File: src/rtl/ext_accum_pkg.sv
// ============================================================================
//  Module   : ext_accum_pkg
//  Purpose  : Shared state encoding and width/extension helpers for the
//             ext_accum_seq multi-operand accumulator.
//  Revision : 1.0  initial release
// ============================================================================
`default_nettype none

package ext_accum_pkg;

  // Helpers work on a fixed wide vector; callers slice down to SUM_W.
  localparam int MAX_W = 64;

  typedef enum logic [0:0] {
    ACC  = 1'b0,
    HOLD = 1'b1
  } state_t;

  function automatic logic [MAX_W-1:0] ext_op(input logic [MAX_W-1:0] data,
                                              input int inW,
                                              input logic isSigned);
    logic [MAX_W-1:0] up;
    up = data << (MAX_W - inW);
    if (isSigned) return $signed(up) >>> (MAX_W - inW);
    return up >> (MAX_W - inW);
  endfunction

  function automatic logic [MAX_W-1:0] sat_max(input int sumW, input logic isSigned);
    logic [MAX_W-1:0] ones;
    ones = {MAX_W{1'b1}} >> (MAX_W - sumW);
    if (isSigned) return ones >> 1;
    return ones;
  endfunction

  function automatic logic [MAX_W-1:0] sat_min(input int sumW, input logic isSigned);
    logic [MAX_W-1:0] one;
    one = {{(MAX_W-1){1'b0}}, 1'b1};
    if (isSigned) return one << (sumW - 1);
    return '0;
  endfunction

endpackage

`default_nettype wire

File: src/rtl/ext_accum_seq_add.sv
// ============================================================================
//  Module   : ext_add_ovf
//  Purpose  : Combinational SUM_W+1 bit add with overflow detection and
//             wrap or clamp selection of the next accumulator value.
//  Revision : 1.0  initial release
// ============================================================================
`default_nettype none

module ext_add_ovf
  import ext_accum_pkg::*;
#(
  parameter int SUM_W    = 17,
  parameter int SIGNED   = 0,
  parameter int SATURATE = 0
) (
  input  logic [SUM_W-1:0] acc,
  input  logic [SUM_W-1:0] ext,
  output logic [SUM_W:0]   raw,
  output logic             ovf,
  output logic [SUM_W-1:0] nextAcc
);

  localparam logic [MAX_W-1:0] c_satMaxW = sat_max(SUM_W, SIGNED != 0);
  localparam logic [MAX_W-1:0] c_satMinW = sat_min(SUM_W, SIGNED != 0);
  localparam logic [SUM_W-1:0] c_satMax  = c_satMaxW[SUM_W-1:0];
  localparam logic [SUM_W-1:0] c_satMin  = c_satMinW[SUM_W-1:0];

  assign raw = {1'b0, acc} + {1'b0, ext};

  generate
    if (SIGNED != 0) begin : g_signedOvf
      assign ovf = (acc[SUM_W-1] == ext[SUM_W-1]) && (raw[SUM_W-1] != acc[SUM_W-1]);
    end else begin : g_unsignedOvf
      assign ovf = raw[SUM_W];
    end
  endgenerate

  generate
    if (SATURATE != 0) begin : g_saturate
      // Clamp direction follows the operand sign; unsigned only ever overflows upward.
      logic [SUM_W-1:0] w_clamp;
      assign w_clamp = ((SIGNED != 0) && ext[SUM_W-1]) ? c_satMin : c_satMax;
      assign nextAcc = ovf ? w_clamp : raw[SUM_W-1:0];
    end else begin : g_wrap
      assign nextAcc = raw[SUM_W-1:0];
    end
  endgenerate

endmodule

`default_nettype wire

File: src/rtl/ext_accum_seq.sv
// ============================================================================
//  Module   : ext_accum_seq
//  Purpose  : Streams IN_W-bit operands, extends them to SUM_W and sums up to
//             BEATS of them per group, presenting sum, sticky overflow, count.
//  Revision : 1.0  initial release
// ============================================================================
`default_nettype none

module ext_accum_seq
  import ext_accum_pkg::*;
#(
  parameter int IN_W     = 15,
  parameter int SUM_W    = 17,
  parameter int BEATS    = 4,
  parameter int SIGNED   = 0,
  parameter int SATURATE = 0,
  parameter int CNT_W    = $clog2(BEATS + 1)
) (
  input  logic             clk,
  input  logic             rst,
  input  logic             in_valid,
  output logic             in_ready,
  input  logic [IN_W-1:0]  in_data,
  input  logic             in_last,
  output logic             out_valid,
  input  logic             out_ready,
  output logic [SUM_W-1:0] out_sum,
  output logic             out_ovf,
  output logic [CNT_W-1:0] out_count
);

  generate
    if (SUM_W < IN_W) begin : g_badSumW
      $error("ext_accum_seq: SUM_W must be >= IN_W");
    end
    if (SUM_W > MAX_W) begin : g_badMaxW
      $error("ext_accum_seq: SUM_W exceeds helper width");
    end
    if (BEATS < 1) begin : g_badBeats
      $error("ext_accum_seq: BEATS must be >= 1");
    end
  endgenerate

  localparam logic [CNT_W-1:0] c_one     = {{(CNT_W-1){1'b0}}, 1'b1};
  localparam logic [CNT_W-1:0] c_lastIdx = CNT_W'(BEATS - 1);

  state_t           r_state;
  state_t           w_nextState;
  logic [SUM_W-1:0] r_acc;
  logic [CNT_W-1:0] r_cnt;
  logic             r_ovf;
  logic [SUM_W-1:0] r_outSum;
  logic             r_outOvf;
  logic [CNT_W-1:0] r_outCount;

  logic [MAX_W-1:0] w_dataWide;
  logic [MAX_W-1:0] w_extWide;
  logic [SUM_W-1:0] w_ext;
  logic [SUM_W:0]   w_unusedRaw;
  logic             w_addOvf;
  logic [SUM_W-1:0] w_nextAcc;
  logic             w_accept;
  logic             w_groupEnd;
  logic             w_release;

  always_comb begin
    w_dataWide = '0;
    w_dataWide[IN_W-1:0] = in_data;
  end

  assign w_extWide = ext_op(w_dataWide, IN_W, SIGNED != 0);
  assign w_ext     = w_extWide[SUM_W-1:0];

  ext_add_ovf #(
    .SUM_W    (SUM_W),
    .SIGNED   (SIGNED),
    .SATURATE (SATURATE)
  ) u_add (
    .acc     (r_acc),
    .ext     (w_ext),
    .raw     (w_unusedRaw),
    .ovf     (w_addOvf),
    .nextAcc (w_nextAcc)
  );

  // Handshakes derive from the state register only, keeping the FSM loop-free.
  assign w_accept   = in_valid && (r_state == ACC);
  assign w_groupEnd = w_accept && (in_last || (r_cnt == c_lastIdx));
  assign w_release  = out_ready && (r_state == HOLD);

  always_ff @(posedge clk or posedge rst) begin
    if (rst) r_state <= ACC;
    else     r_state <= w_nextState;
  end

  always_comb begin
    w_nextState = r_state;
    in_ready    = 1'b0;
    out_valid   = 1'b0;
    case (r_state)
      ACC: begin
        in_ready = 1'b1;
        if (w_groupEnd) w_nextState = HOLD;
      end
      HOLD: begin
        out_valid = 1'b1;
        if (out_ready) w_nextState = ACC;
      end
      default: w_nextState = ACC;
    endcase
  end

  always_ff @(posedge clk or posedge rst) begin
    if (rst) begin
      r_acc      <= '0;
      r_cnt      <= '0;
      r_ovf      <= 1'b0;
      r_outSum   <= '0;
      r_outOvf   <= 1'b0;
      r_outCount <= '0;
    end else if (w_accept) begin
      r_acc <= w_nextAcc;
      r_cnt <= r_cnt + c_one;
      r_ovf <= r_ovf | w_addOvf;
      if (w_groupEnd) begin
        r_outSum   <= w_nextAcc;
        r_outOvf   <= r_ovf | w_addOvf;
        r_outCount <= r_cnt + c_one;
      end
    end else if (w_release) begin
      r_acc <= '0;
      r_cnt <= '0;
      r_ovf <= 1'b0;
    end
  end

  assign out_sum   = r_outSum;
  assign out_ovf   = r_outOvf;
  assign out_count = r_outCount;

endmodule

`default_nettype wire

File: config.mk
export PLATFORM = sky130hd
export DESIGN_NAME = ext_accum_seq
export DESIGN_NICKNAME = d
export VERILOG_FILES = /design/src/rtl/ext_accum_pkg.sv /design/src/rtl/ext_accum_seq_add.sv /design/src/rtl/ext_accum_seq.sv
export SDC_FILE = /design/constraint.sdc
export NUM_CORES = 1
export LEC_CHECK = 0
export CORE_MARGIN = 1
export CORE_UTILIZATION = 55
export CTS_BUF_LIST = sky130_fd_sc_hd__clkbuf_4 sky130_fd_sc_hd__clkbuf_8
export DETAILED_ROUTE_END_ITERATION = 12
export HOLD_SLACK_MARGIN = 0.03
export PLACE_DENSITY = 0.88
export SYNTH_ARGS = -nofsm -noshare
export SYNTH_HDL_FRONTEND = slang
export SYNTH_SLANG_ARGS = --single-unit
export TNS_END_PERCENT = 1
File: constraint.sdc
create_clock -name clk -period 3.2 [get_ports clk]
set_input_delay 0.32 -clock clk [delete_from_list [all_inputs] [get_ports clk]]
set_output_delay 0.32 -clock clk [all_outputs]
set_load 0.01 [all_outputs]
Word-level counts from Yosys, hierarchy flattened
Index checks and enable logic that the tools add are counted.
Word-level totals
  register bits: 43
  input bits: 20
  output and inout port bits: 23
  word-level logic and storage cells: 29
Cells by class
  $add $sub $neg: 2
  equal/unequal tests: 1
  muxes and demuxes: 11
  bitwise logic cells: 2
  reduce and logical (&&, ||, !) cells: 6
Operator list (count)
  $mux 17: 2
  $add 17x15->18: 1
  $mux 1: 6
  $mux 3: 2
  $add 3x1->3 const B: 1
  $eq 3x2->1 const B: 1
  $logic_and 1x1->1: 3
  $pmux 1 s2: 1
  $reduce_and 2->1: 1
  $reduce_bool 2->1: 1
  $logic_or 1x1->1: 1
  $not 1->1: 1
  $or 1x1->1: 1

Longest topological paths before layout
  word-level depth: 5
  mapped depth: 8
  gate-level depth less buffers: 8

By module
Synthesis repeated with hierarchy kept, for this count alone.
Unflattened totals
  cell total of the unflattened synthesis: 254
  area, all modules: 2716.4 sq um
Modules (own cells, without submodules)
  ext_accum_seq: times used 1, cells an instance 107, area each 1700.4 sq um, seq. area each 1076.0 sq um
  ext_add_ovf: times used 1, cells an instance 147, area each 1016.0 sq um, seq. area each 0.0 sq um

Worst setup path before layout
OpenSTA, ideal clock, no wires.
  path kind: register to register
  start: register r_acc[0]
  end: register r_outSum[14] (netlist: out_sum[14])
  library setup time: 126 ps
  data arrival time: 2217 ps
  data required time: 3074 ps
  setup slack: 857 ps
  cell stages (with the launch flop): 9
  path buffers: 0
  period minus slack after synthesis: 2343 ps
  cell sequence: dfrtp_1 > ha_1 > fa_1 > a21oi_1 > nand4b_1 > a21oi_2 > a2111oi_4 > o21ai_1 > a221o_1
Between the ends
  longest elaborated chain between the ends: 1
RTL lines
  start: declaration: line ext_accum_seq.sv:49  | logic [SUM_W-1:0] r_acc;
  start signal: assignment: line ext_accum_seq.sv:122  | r_acc <= w_nextAcc;
  $add 17x15->18: line ext_accum_seq_add.sv:28  | assign raw = {1'b0, acc} + {1'b0, ext};
  end signal: assignment: line ext_accum_seq.sv:126  | r_outSum <= w_nextAcc;
  end: declaration: line ext_accum_seq.sv:52  | logic [SUM_W-1:0] r_outSum;
No other way between the ends.
A chain may end at the register's enable or synchronous reset.

Final worst setup path
  start: input in_data[0]
  end: register r_outSum[14] (netlist: out_sum[14])
Between the ends
  longest elaborated chain between the ends: 1
RTL lines
  start: declaration: line ext_accum_seq.sv:23  | input logic [IN_W-1:0] in_data,
  $add 17x15->18: line ext_accum_seq_add.sv:28
No other way between the ends.

==> impl_metrics.env <==
export IMPL_clock_sink_count=43
export IMPL_setup_viol=0
export IMPL_grtUsageTotal_pct=24.93
export IMPL_ctsResizeCount=0
export IMPL_hold_buffers=0
export IMPL_die_area_mm2=0.004819
export IMPL_fin_area_mm2=0.003074
export IMPL_place_hpwl_um=3904
export IMPL_synthesis_area_mm2=0.002500
export IMPL_grt_pass1_vias=2107
export IMPL_htree_levels=2
export IMPL_num_vias=2094
export IMPL_ys_top_cells_by_area="dfrtp_1, ha_1, nand2_1"
export IMPL_ys_warnings_count=0
export IMPL_antenna_found_initial=0
export IMPL_power_static_leakage_nw=1.384
export IMPL_clock_skew_final_ns=0.007615
export IMPL_die_height_um=69.42
export IMPL_slowest_delay_ns=0.42
export IMPL_drive_gt1_share_pct=9.836
export IMPL_io_pins=43
export IMPL_via_per_inst=5.866
export IMPL_die_w_um=69.42
export IMPL_ctsRootBufferMaster="clkbuf_8"
export IMPL_grt_ovfl_total=0
export IMPL_ant_nets=0
export IMPL_path_class="primary input to flop"
export IMPL_hold_path_class="primary input to async pin"
export IMPL_firstDrtPassIters=4
export IMPL_drc=0
export IMPL_grt_pass1_wl_um=9577
export IMPL_placed_area_mm2=0.002985
export IMPL_synth_top_area_share_pct=43.04
export IMPL_layout_common_cells="nand2_1, dfrtp_1, clkdlybuf4s50_1"
export IMPL_cts_max_path_buffers=2
export IMPL_maxCapViolations=0
export IMPL_grt_max_degree=44
export IMPL_crit_arrival_ns=2.81
export IMPL_clock_latency_ns=0.30
export IMPL_max_freq_mhz=380.9
export IMPL_core_mm2=0.004354
export IMPL_fin_crit_ns=2.625
export IMPL_maxSlewViolCount=0
export IMPL_antenna_cells=0
export IMPL_fillers=349
export IMPL_final_setup_tns_ns=0
export IMPL_path_max_fanout=4
export IMPL_synth_cell_types=46
export IMPL_cts_tree="built"
export IMPL_avgRoutedWirePerCell_um=15.46
export IMPL_rsz0062_at_grt="no"
export IMPL_worstSetupStartpointType="primary input"
export IMPL_tightest_slew_ns=0.9546
export IMPL_drt_iter0_markers=147
export IMPL_cp_slowest_cell="fa_1"
export IMPL_powerDensity_mw_per_mm2=933.8
export IMPL_finalCritPeriodShare_pct=82.04
export IMPL_hold_violations=0
export IMPL_cts_buffers=5
export IMPL_syn_to_final_growth_pct=22.97
export IMPL_wirelength_um=5521
export IMPL_gp_congestion=0.8399
export IMPL_status="finished clean"
export IMPL_io_buffer_count=42
export IMPL_rows=24
export IMPL_post_cts_buffers=0
export IMPL_max_slew_margin_pct=35.94
export IMPL_yosysTopAreaCell="dfrtp_1"
export IMPL_nNetsFinal=342
export IMPL_netlist_instances=258
export IMPL_start_util_pct=57.41
export IMPL_required_ns=3.38
export IMPL_ir_drop_mv=0.5131
export IMPL_syn_area_per_cell_um2=9.690
export IMPL_layout_commonest_cell="nand2_1"
export IMPL_yosysSeqAreaShare_pct=43.04
export IMPL_ys_seq_elements=43
export IMPL_synth_net_count=296
export IMPL_path_clk_slew_ns=0.08
export IMPL_crit_chain="clkdlybuf4s50_1 -> ha_1 -> fa_1 -> a21oi_1 -> nand4b_1 -> a21oi_2 -> a2111oi_4 -> o21ai_1 -> a221o_1"
export IMPL_worst_setup_path_end_kind="flop"
## power breakdown
part	internal [mW]	switching, mW	leakage [nW]
clock	0.161	0.188	0.0446
combinational	0.769	0.811	0.803
sequential	0.784	0.157	0.537
## final timing paths
path	startpoint	end	slack, ns	cells after the start
setup / recovery	in_data[0]	out_sum[14]	0.57	9
min in group clk	out_count[1]	out_count[1]	0.49	2
hold / removal	rst	out_sum[0]	0.45	3
setup reg to reg	r_acc[0]	out_sum[14]	0.62	8
hold reg to reg	out_count[1]	out_count[1]	0.49	2
max in group asynchronous	rst	out_sum[14]	2.36	3
## Yosys cell counts (all sizes together)
cell     number
o2111a        2
o311ai        1
nor3          4
a31o          1
or2           2
a31oi         1
a2111oi       1
o2111ai       1
o21ai        16
a21oi        18
o21a          5
a211oi        2
nand4         1
inv           9
ha           17
and2b         1
buf           1
or4           1
nand3         4
a221o         2
nor2b         2
fa            1
mux2          6
o21bai        3
nand2        44
o31ai         4
a32oi         1
a22o         13
a21o          6
dfrtp        43
clkbuf        7
xnor2         2
a21boi        1
a221oi        1
nor2         21
and3          2
nand4b        1
o211ai        4
xor2          5
o31a          1
## flip-flops by register name, indices dropped and copies added, names as in the netlist
signal	flops
out_count	3
out_ovf	1
out_sum	17
r_acc	17
r_cnt	3
r_ovf	1
r_state	1
## routing by layer
| layer | global-route usage (%) | vias up | wire length (um) | share of wire (%) |
|---|---|---|---|---|
| met3 | 5.669 | 7 | 357 | 6.5 |
| met1 | 31.28 | 1000 | 2402 | 44 |
| met2 | 43.04 | 63 | 2694 | 49 |
| met4 | 7.029 | 0 | 68 | 1.2 |
| met5 | 0 | - | 0 | 0 |
| li1 | - | 1024 | - | - |
## critical path, delay by kind of cell
kind                       cells  cell delay, ns
buffers and inverters          1            0.41
adders and majority gates      2            0.66
and+or+nand+nor                1            0.24
AOI/OAI and AO/OA              5            1.18
## area by class of cell
class	count	area [um^2]	area share [%]
clock buffers	6	76.32	2.483
inverters	9	33.78	1.099
clock inverters	2	12.51	0.4070
multi-input cells	198	1353	44.00
repair buffers	47	457.9	14.90
well taps	52	65.06	2.116
flip-flops and latches	43	1076	35.00
## per-stage QoR
step	utilization (%)	setup WS [ns]	std cells	total power, mW	hold WS (ns)
4_1_cts	70.60	0.6113	357	2.887	0.4822
3_3_place_gp	68.56	0.3565	349	2.466	0.4628
3_5_place_dp	68.56	0.2956	349	2.517	0.4612
6_report	70.60	0.5748	357	2.871	0.4536
2_1_floorplan	-	0.8572	258	1.997	0.4164
5_1_grt	70.60	0.4314	357	3.115	0.5190
## kinds of logic after synthesis
group	Yosys count	synth area share, %
and+or+nand+nor	83	14.11
muxes	6	2.703
xor gates and xnor gates	7	2.453
buffers and inverters	17	2.853
AOI/OAI and AO/OA	84	25.53
adders and majority gates	18	9.309
DFF	43	43.04
No activity file was read; power rests on OpenSTA's default activity.
